==> src/rtl/irq_entry_sequencer.sv <==
// Machine-mode interrupt entry sequencer: waits for a safe EXE point, pulses flush/CSR strobes, redirects to mtvec.
// Optional: define IRQ_VECTORED_EN for vectored trap targets (mtvec[1:0]==2'b01).
module irq_entry_sequencer #(
  parameter int unsigned XLEN         = 32,
  parameter int unsigned MRET_HOLDOFF = 4
) (
  input  logic            clk,
  input  logic            reset_n,
  input  logic            irq_pending,
  input  logic [4:0]      irq_cause,
  input  logic [XLEN-1:0] mtvec,
  input  logic [XLEN-1:0] exe_pc,
  input  logic            exe_valid,
  input  logic            stall_pipl,
  input  logic            load_hazard,
  input  logic            branch_hazard,
  input  logic            mret_type,
  output logic            interrupt,
  output logic            irq_taken,
  output logic [XLEN-1:0] epc,
  output logic [4:0]      cause,
  output logic            trap_pc_valid,
  output logic [XLEN-1:0] trap_pc,
  output logic            irq_busy
);

  localparam int unsigned     CW        = $clog2(MRET_HOLDOFF + 1);
  localparam logic [CW-1:0]   HOLD_LOAD = CW'(MRET_HOLDOFF - 1);

  typedef enum logic [2:0] {
    S_IDLE,
    S_WAIT_SAFE,
    S_TAKE,
    S_REDIRECT,
    S_HOLDOFF
  } state_t;

  state_t          r_state, w_state_nxt;
  logic [CW-1:0]   r_cnt, w_cnt_nxt;
  logic            w_safe;
  logic            w_capture;
  logic [XLEN-1:0] w_base;
  logic [XLEN-1:0] w_trap_pc;
  logic [XLEN-1:0] r_epc;
  logic [4:0]      r_cause;
  logic [XLEN-1:0] r_trap_pc;

  assign w_safe = exe_valid & ~stall_pipl & ~load_hazard & ~branch_hazard & ~mret_type;
  assign w_base = {mtvec[XLEN-1:2], 2'b00};

`ifdef IRQ_VECTORED_EN
  assign w_trap_pc = (mtvec[1:0] == 2'b01) ? (w_base + XLEN'({irq_cause, 2'b00})) : w_base;
`else
  logic w_unused_mode;
  assign w_unused_mode = ^mtvec[1:0];
  assign w_trap_pc     = w_base;
`endif

  always_ff @(posedge clk or negedge reset_n) begin
    if (!reset_n) begin
      r_state <= S_IDLE;
      r_cnt   <= '0;
    end else begin
      r_state <= w_state_nxt;
      r_cnt   <= w_cnt_nxt;
    end
  end

  always_comb begin
    w_state_nxt = r_state;
    w_cnt_nxt   = r_cnt;
    w_capture   = 1'b0;
    case (r_state)
      S_IDLE: begin
        if (mret_type) begin
          w_state_nxt = S_HOLDOFF;
          w_cnt_nxt   = HOLD_LOAD;
        end else if (irq_pending) begin
          w_state_nxt = S_WAIT_SAFE;
        end
      end
      S_WAIT_SAFE: begin
        if (!irq_pending) begin
          w_state_nxt = S_IDLE;
        end else if (w_safe) begin
          w_state_nxt = S_TAKE;
          w_capture   = 1'b1;
        end
      end
      S_TAKE:     w_state_nxt = S_REDIRECT;
      S_REDIRECT: w_state_nxt = S_IDLE;
      S_HOLDOFF: begin
        // a fresh mret restarts the full window; pending interrupts are ignored here
        if (mret_type) begin
          w_cnt_nxt = HOLD_LOAD;
        end else if (r_cnt == '0) begin
          w_state_nxt = S_IDLE;
        end else begin
          w_cnt_nxt = r_cnt - CW'(1);
        end
      end
      default: begin
        w_state_nxt = S_IDLE;
        w_cnt_nxt   = '0;
      end
    endcase
  end

  // trap target is latched with epc/cause so it stays stable through TAKE and REDIRECT
  always_ff @(posedge clk or negedge reset_n) begin
    if (!reset_n) begin
      r_epc     <= '0;
      r_cause   <= '0;
      r_trap_pc <= '0;
    end else if (w_capture) begin
      r_epc     <= exe_pc;
      r_cause   <= irq_cause;
      r_trap_pc <= w_trap_pc;
    end
  end

  assign interrupt     = (r_state == S_TAKE);
  assign irq_taken     = (r_state == S_TAKE);
  assign trap_pc_valid = (r_state == S_REDIRECT);
  assign irq_busy      = (r_state != S_IDLE);
  assign epc           = r_epc;
  assign cause         = r_cause;
  assign trap_pc       = r_trap_pc;

endmodule

==> config.mk <==
export PLATFORM = sky130hd
export DESIGN_NAME = irq_entry_sequencer
export DESIGN_NICKNAME = d
export VERILOG_FILES = /design/src/rtl/irq_entry_sequencer.sv
export SDC_FILE = /design/constraint.sdc
export NUM_CORES = 1
export LEC_CHECK = 0
export ABC_AREA = 1
export CAP_MARGIN = 40
export CORE_ASPECT_RATIO = 0.5
export CORE_MARGIN = 3
export CORE_UTILIZATION = 44
export DETAILED_ROUTE_END_ITERATION = 8
export PLACE_DENSITY = 0.83
export SLEW_MARGIN = 20
export SYNTH_ARGS = -nofsm -noshare
export SYNTH_HDL_FRONTEND = slang
export SYNTH_SLANG_ARGS = --single-unit
==> constraint.sdc <==
create_clock -name clk -period 3.1 [get_ports clk]
set_input_delay 0.62 -clock clk [delete_from_list [all_inputs] [get_ports clk]]
set_output_delay 0.62 -clock clk [all_outputs]
set_load 0.02 [all_outputs]
==> results of run 1 <==
[worst max-delay path, stage by stage (launching register included)]
cell and delay [ns]:
dfrtp_1 0.50, nor3_1 0.39, clkdlybuf4s50_1 0.68
[per-stage QoR]
| stage | utilization, % | worst slack [ns] | std cells | power [uW] |
|---|---|---|---|---|
| 2_1_floorplan | - | 1.11 | 354 | 1640 |
| 3_5_place_dp | 70.8 | 0.691 | 567 | 2060 |
| 3_3_place_gp | 70.5 | 0.703 | 566 | 2030 |
| 4_1_cts | 75.8 | 0.558 | 583 | 3180 |
| 5_1_grt | 75.8 | 0.455 | 583 | 3320 |
| 6_report | 75.8 | 0.585 | 583 | 3150 |
[synth_stat cells (all sizes together)]
cell     number  share of area [%]
nand2       151                 18
nand3        74                 12
dfrtp        73                 59
buf          25                5.4
inv           9                1.1
nor2          7                1.3
nor3          3               0.48
o21ai         3               0.48
ha            2               0.80
o2111ai       2               0.56
clkinv        1               0.28
conb          1               0.12
nand4         1               0.20
o211ai        1               0.24
[registers in the layout (all words and copies together) (netlist names)]
name,count
r_state,3
r_cnt,3
epc,32
trap_pc,30
cause,5
[final timing paths]
check	slack (ns)	start	to
setup / recovery	0.59	r_state[2]	interrupt
hold / removal	0.24	reset_n	epc[6]
setup reg to reg	1.30	r_state[2]	r_state[1]
hold reg to reg	0.47	epc[30]	epc[30]
max in group asynchronous	2.29	reset_n	trap_pc[8]
min in group clk	0.47	epc[30]	epc[30]
[power breakdown]
group          internal (uW)  switching, uW
registers               1090           99.7
clock network            724            385
logic                    390            460
total                   2210            945
[kinds of logic (layout without fill, tap and decap cells)]
kind of cell    after synthesis  after routing
fa+ha+maj                     2              2
simple gates                236            236
flops                        73             73
buf+inv                      35            176
compound gates                6              6
other cells                   1              2
[area by class of cell]
class	instances	area share [%]
flip-flops and latches	73	37.3
repair buffers	150	30.9
multi-input cells	246	22.1
clock buffers	11	4.96
well taps	88	2.25
clock inverters	5	1.61
inverters	10	0.870
[routing by layer]
layer | wire length [um] | GRT usage (%)
met1 | 3620 | 26.3
met2 | 4220 | 37.2
met3 | 457 | 7.14
met4 | 186 | 8.38
met5 | 0 | 0
==> results.ini, run 1 <==
[timing]
tightest_slew_ns=0.733
whs_ns=0.240
rsz0062_at_grt=no
hold_viol=0
finalSetupTns_ns=0
post-route-period-util_pct=81.1
setup_viol=0
drv_slew=0
fin_skew_ns=0.00470
relSlewSlack_pct=51.1
max_freq_mhz=398
period_needed_ns=2.51

[drt]
wl_um=8490
via_per_inst=4.88
wl_per_cell_um=14.6
drt-initial-drc-count=169
drc=0
postRouteAntennaNets=0
drtPass1Iterations=4
vias=2843

[synth]
synth_top_family_by_area=simple AND/OR/NAND/NOR gates
netlist_area_sq_um=3110
avgSynthCellArea_sq_um=8.82
synth_compound_area_share_pct=1.29
synth_xor_area_share_pct=0
yosysWarningCount=0
yosysSeqAreaShare_pct=58.7
synth-simple-area-share_pct=32.3
synthAdderAreaFrac_pct=0.804
synth_cells=353
ys_seq_elements=73
synthMuxAreaShare_pct=0
ys_types=19

[final_layout]
multi_input_area_sq_um=1080
syn2layout_area_growth_pct=57.2
regArea_sq_um=1830
fill_cells=482
layout_commonest_cell=nand2_1
stdcell_area_sq_um=4890
most-common-layout-cells=nand2_1, clkdlybuf4s50_1, nand3_1, dfrtp_1
antennaDiodeCount=0
layout-drive-gt1-share_pct=5.25
nNetsFinal=569

[pwr]
ir_drop_mv=0.375
power_density_nw_per_um2=644
power_leakage_uw=0.00243

[run]
cap_viol_max_count=0

[setup_path]
start_kind=register
worstPathRequired_ns=2.48
cp.arrival_ns=1.89
critical_path_class=reg -> out
cp-end-kind=output pin
reg2reg_depth=7
crit_fanout=9

[die]
num_io_pins=150
die_x_um=125
fp.dieH_um=65.5
core-area_sq_um=6460
die_area_sq_um=8180
start_util_pct=48.2
rows=20

[clocking]
clock_path_buffers=2
cts_root_buffer=clkbuf_16
cts_buffers=9
cts_tree=done
cts.sinks=73
path_clk_slew_ns=0.05
cts-hold-fix-buffers=0
post_cts_buffers=0
clk_latency_ns=0.34
htreeDepth=3
cts-resized-gates=0

[place]
port_buffers=145
placed_area_sq_um=4570
gp_congestion=0.793
dpl.hpwl_um=5680

[min_path]
min_path_type=in -> async

[global_route]
grt_max_degree=70
grt_overflow=0
grt_pass1_wl_um=13900
grt_pass1_vias=2822
track_usage_pct=21.9
antenna_found_initial=0

[run_status]
outcome=finished, final reports clean

Power figures use the tool's default switching activity.
==> run 2, diff against run 1 <==
- CORE_UTILIZATION: 44 -> 41
- PLACE_DENSITY: 0.83 -> 0.78
- clock period: 3.1 -> 2.4 ns (I/O delays scaled with it)
==> results.ini, run 2 (synthesis gave the netlist of run 1 again) <==
[global_route]
grt_use_met3_pct=6.08  ; -1.1 points
track_usage_pct=19.1  ; -2.8 points
gr-usage-met2_pct=30.9  ; -6.3 points
met1_usage_pct=24.1  ; -2.3 points
grt_overflow=0  ; unchanged
top_usage_layer=met2
grt_pass1_vias=2617  ; -7.3%
antenna_found_initial=0  ; unchanged
grt_max_degree=42  ; -40%
grt_pass1_wl_um=13000  ; -6.2%

[timing]
post-route-period-util_pct=94.6
hold_viol=0  ; unchanged
drv_slew=0  ; unchanged
setup_viol=0  ; unchanged
relSlewSlack_pct=66.6  ; +15 points
max_freq_mhz=440
period_needed_ns=2.27
finalSetupTns_ns=0  ; unchanged
fin_ws_ns=0.129  ; -0.456 ns
tightest_slew_ns=0.502  ; -0.232 ns
whs_ns=0.113  ; -0.127 ns
rsz0062_at_grt=no
fin_skew_ns=0.00261  ; -0.00209 ns

[min_path]
min_path_type=in -> async

[clocking]
cts_root_buffer=clkbuf_16
htreeDepth=3  ; unchanged
path_clk_slew_ns=0.06  ; about the same
cts.sinks=73  ; unchanged
clock_path_buffers=2  ; unchanged
clk_latency_ns=0.33  ; about the same
cts_buffers=9  ; unchanged
cts_tree=done
post_cts_buffers=0  ; unchanged
cts-hold-fix-buffers=0  ; unchanged

[die]
die_x_um=129  ; +3.4%
start_util_pct=44.4  ; -3.8 points
die_area_sq_um=8730  ; +6.8%
fp.dieH_um=67.6  ; +3.3%
num_io_pins=150  ; unchanged
rows=21  ; +5.0%
core-area_sq_um=7020  ; +8.7%

[place]
gp_congestion=0.794  ; +0.16%
port_buffers=145  ; unchanged
dpl.hpwl_um=5790  ; +1.9%
placed_area_sq_um=4600  ; +0.66%
dp_slack_ns=0.351  ; -0.339 ns

[pwr]
ir_drop_mv=0.436  ; +16%
power_density_nw_per_um2=809  ; +26%
power_leakage_uw=0.00243  ; +0.17%
total_power_uw=3970  ; +26%

[setup_path]
critical_path_class=reg -> out
cp-end-kind=output pin
start_kind=register
cp.arrival_ns=1.79  ; -0.10 ns
crit_fanout=9  ; unchanged
worstPathRequired_ns=1.92  ; -0.56 ns

[final_layout]
layout-drive-gt1-share_pct=6.40  ; +1.1 points
layout_commonest_cell=nand2_1
nNetsFinal=574  ; +0.88%
stdcell_area_sq_um=4900  ; +0.23%
fill_cells=567  ; +18%
antennaDiodeCount=0  ; unchanged
syn2layout_area_growth_pct=57.6
most-common-layout-cells=nand2_1, clkdlybuf4s50_1, nand3_1, dfrtp_1, buf_4
largest_register_ffs=32  ; unchanged

[run]
cap_viol_max_count=0  ; unchanged

[drt]
vias=2865  ; +0.77%
wl_per_cell_um=13.9  ; -4.5%
drtPass1Iterations=5  ; +1
via_per_inst=4.84  ; -0.76%
drt-initial-drc-count=189  ; +12%
postRouteAntennaNets=0  ; unchanged
wl_um=8230  ; -3.0%
drc=0  ; unchanged

[run_status]
outcome=finished, final reports clean

## run 2: per-stage QoR
step	cells	util [%]
3_3_place_gp	576	65.6
4_1_cts	592	69.8
2_1_floorplan	354	-
3_5_place_dp	576	65.6
6_report	592	69.9
5_1_grt	592	69.9
## run 2: power breakdown
part	internal, uW	switching [uW]	leakage, uW
combinational	514	596	0.00128
sequential	1410	127	0.00100
clock	828	493	0.000142
## run 2: path summary, 6_finish.rpt
| kind | from | end | slack [ns] | cells after the start |
|---|---|---|---|---|
| min in group clk | trap_pc[11] | trap_pc[11] | 0.47 | 2 |
| worst min-delay path | reset_n | r_cnt[0] | 0.11 | 1 |
| worst max register to register | r_state[2] | epc[15] | 0.87 | 7 |
| max in group asynchronous | reset_n | trap_pc[26] | 1.70 | 2 |
| worst min register to register | trap_pc[11] | trap_pc[11] | 0.47 | 2 |
| worst max-delay path | r_state[2] | irq_taken | 0.13 | 2 |
## run 2: final cells by class
cell class | count | area, sq um | share of cell area, %
inverters | 10 | 42.5 | 0.868
well taps | 92 | 115 | 2.35
clock inverters | 5 | 55.1 | 1.12
clock buffers | 11 | 243 | 4.95
multi-input cells | 246 | 1080 | 22.1
repair buffers | 155 | 1540 | 31.3
flip-flops and latches | 73 | 1830 | 37.3
## run 2: timing repair
action | CTS | global route
gates resized for setup | 0 | 1
endpoints found under the hold margin | 0 | 0
setup endpoints to repair | 0 | 2
## run 2: worst max-delay path: stages, from the launching register on
cell and delay, ns:
dfrtp_1 0.50, nor3_2 0.31, clkdlybuf4s50_1 0.65
## run 2: metal layers
| metal | wire [um] | vias to the layer above | part of all wire, % |
|---|---|---|---|
| li1 | - | 1412 | - |
| met2 | 4060 | 85 | 49 |
| met1 | 3520 | 1351 | 43 |
| met5 | 0 | - | 0 |
| met3 | 489 | 17 | 5.9 |
| met4 | 169 | 0 | 2.1 |
==> run 3, diff against run 2 <==
- CAP_MARGIN: 40 -> 30
==> results of run 3 <==
No change in the layout: final DEF, timing and power equal those of run 2.
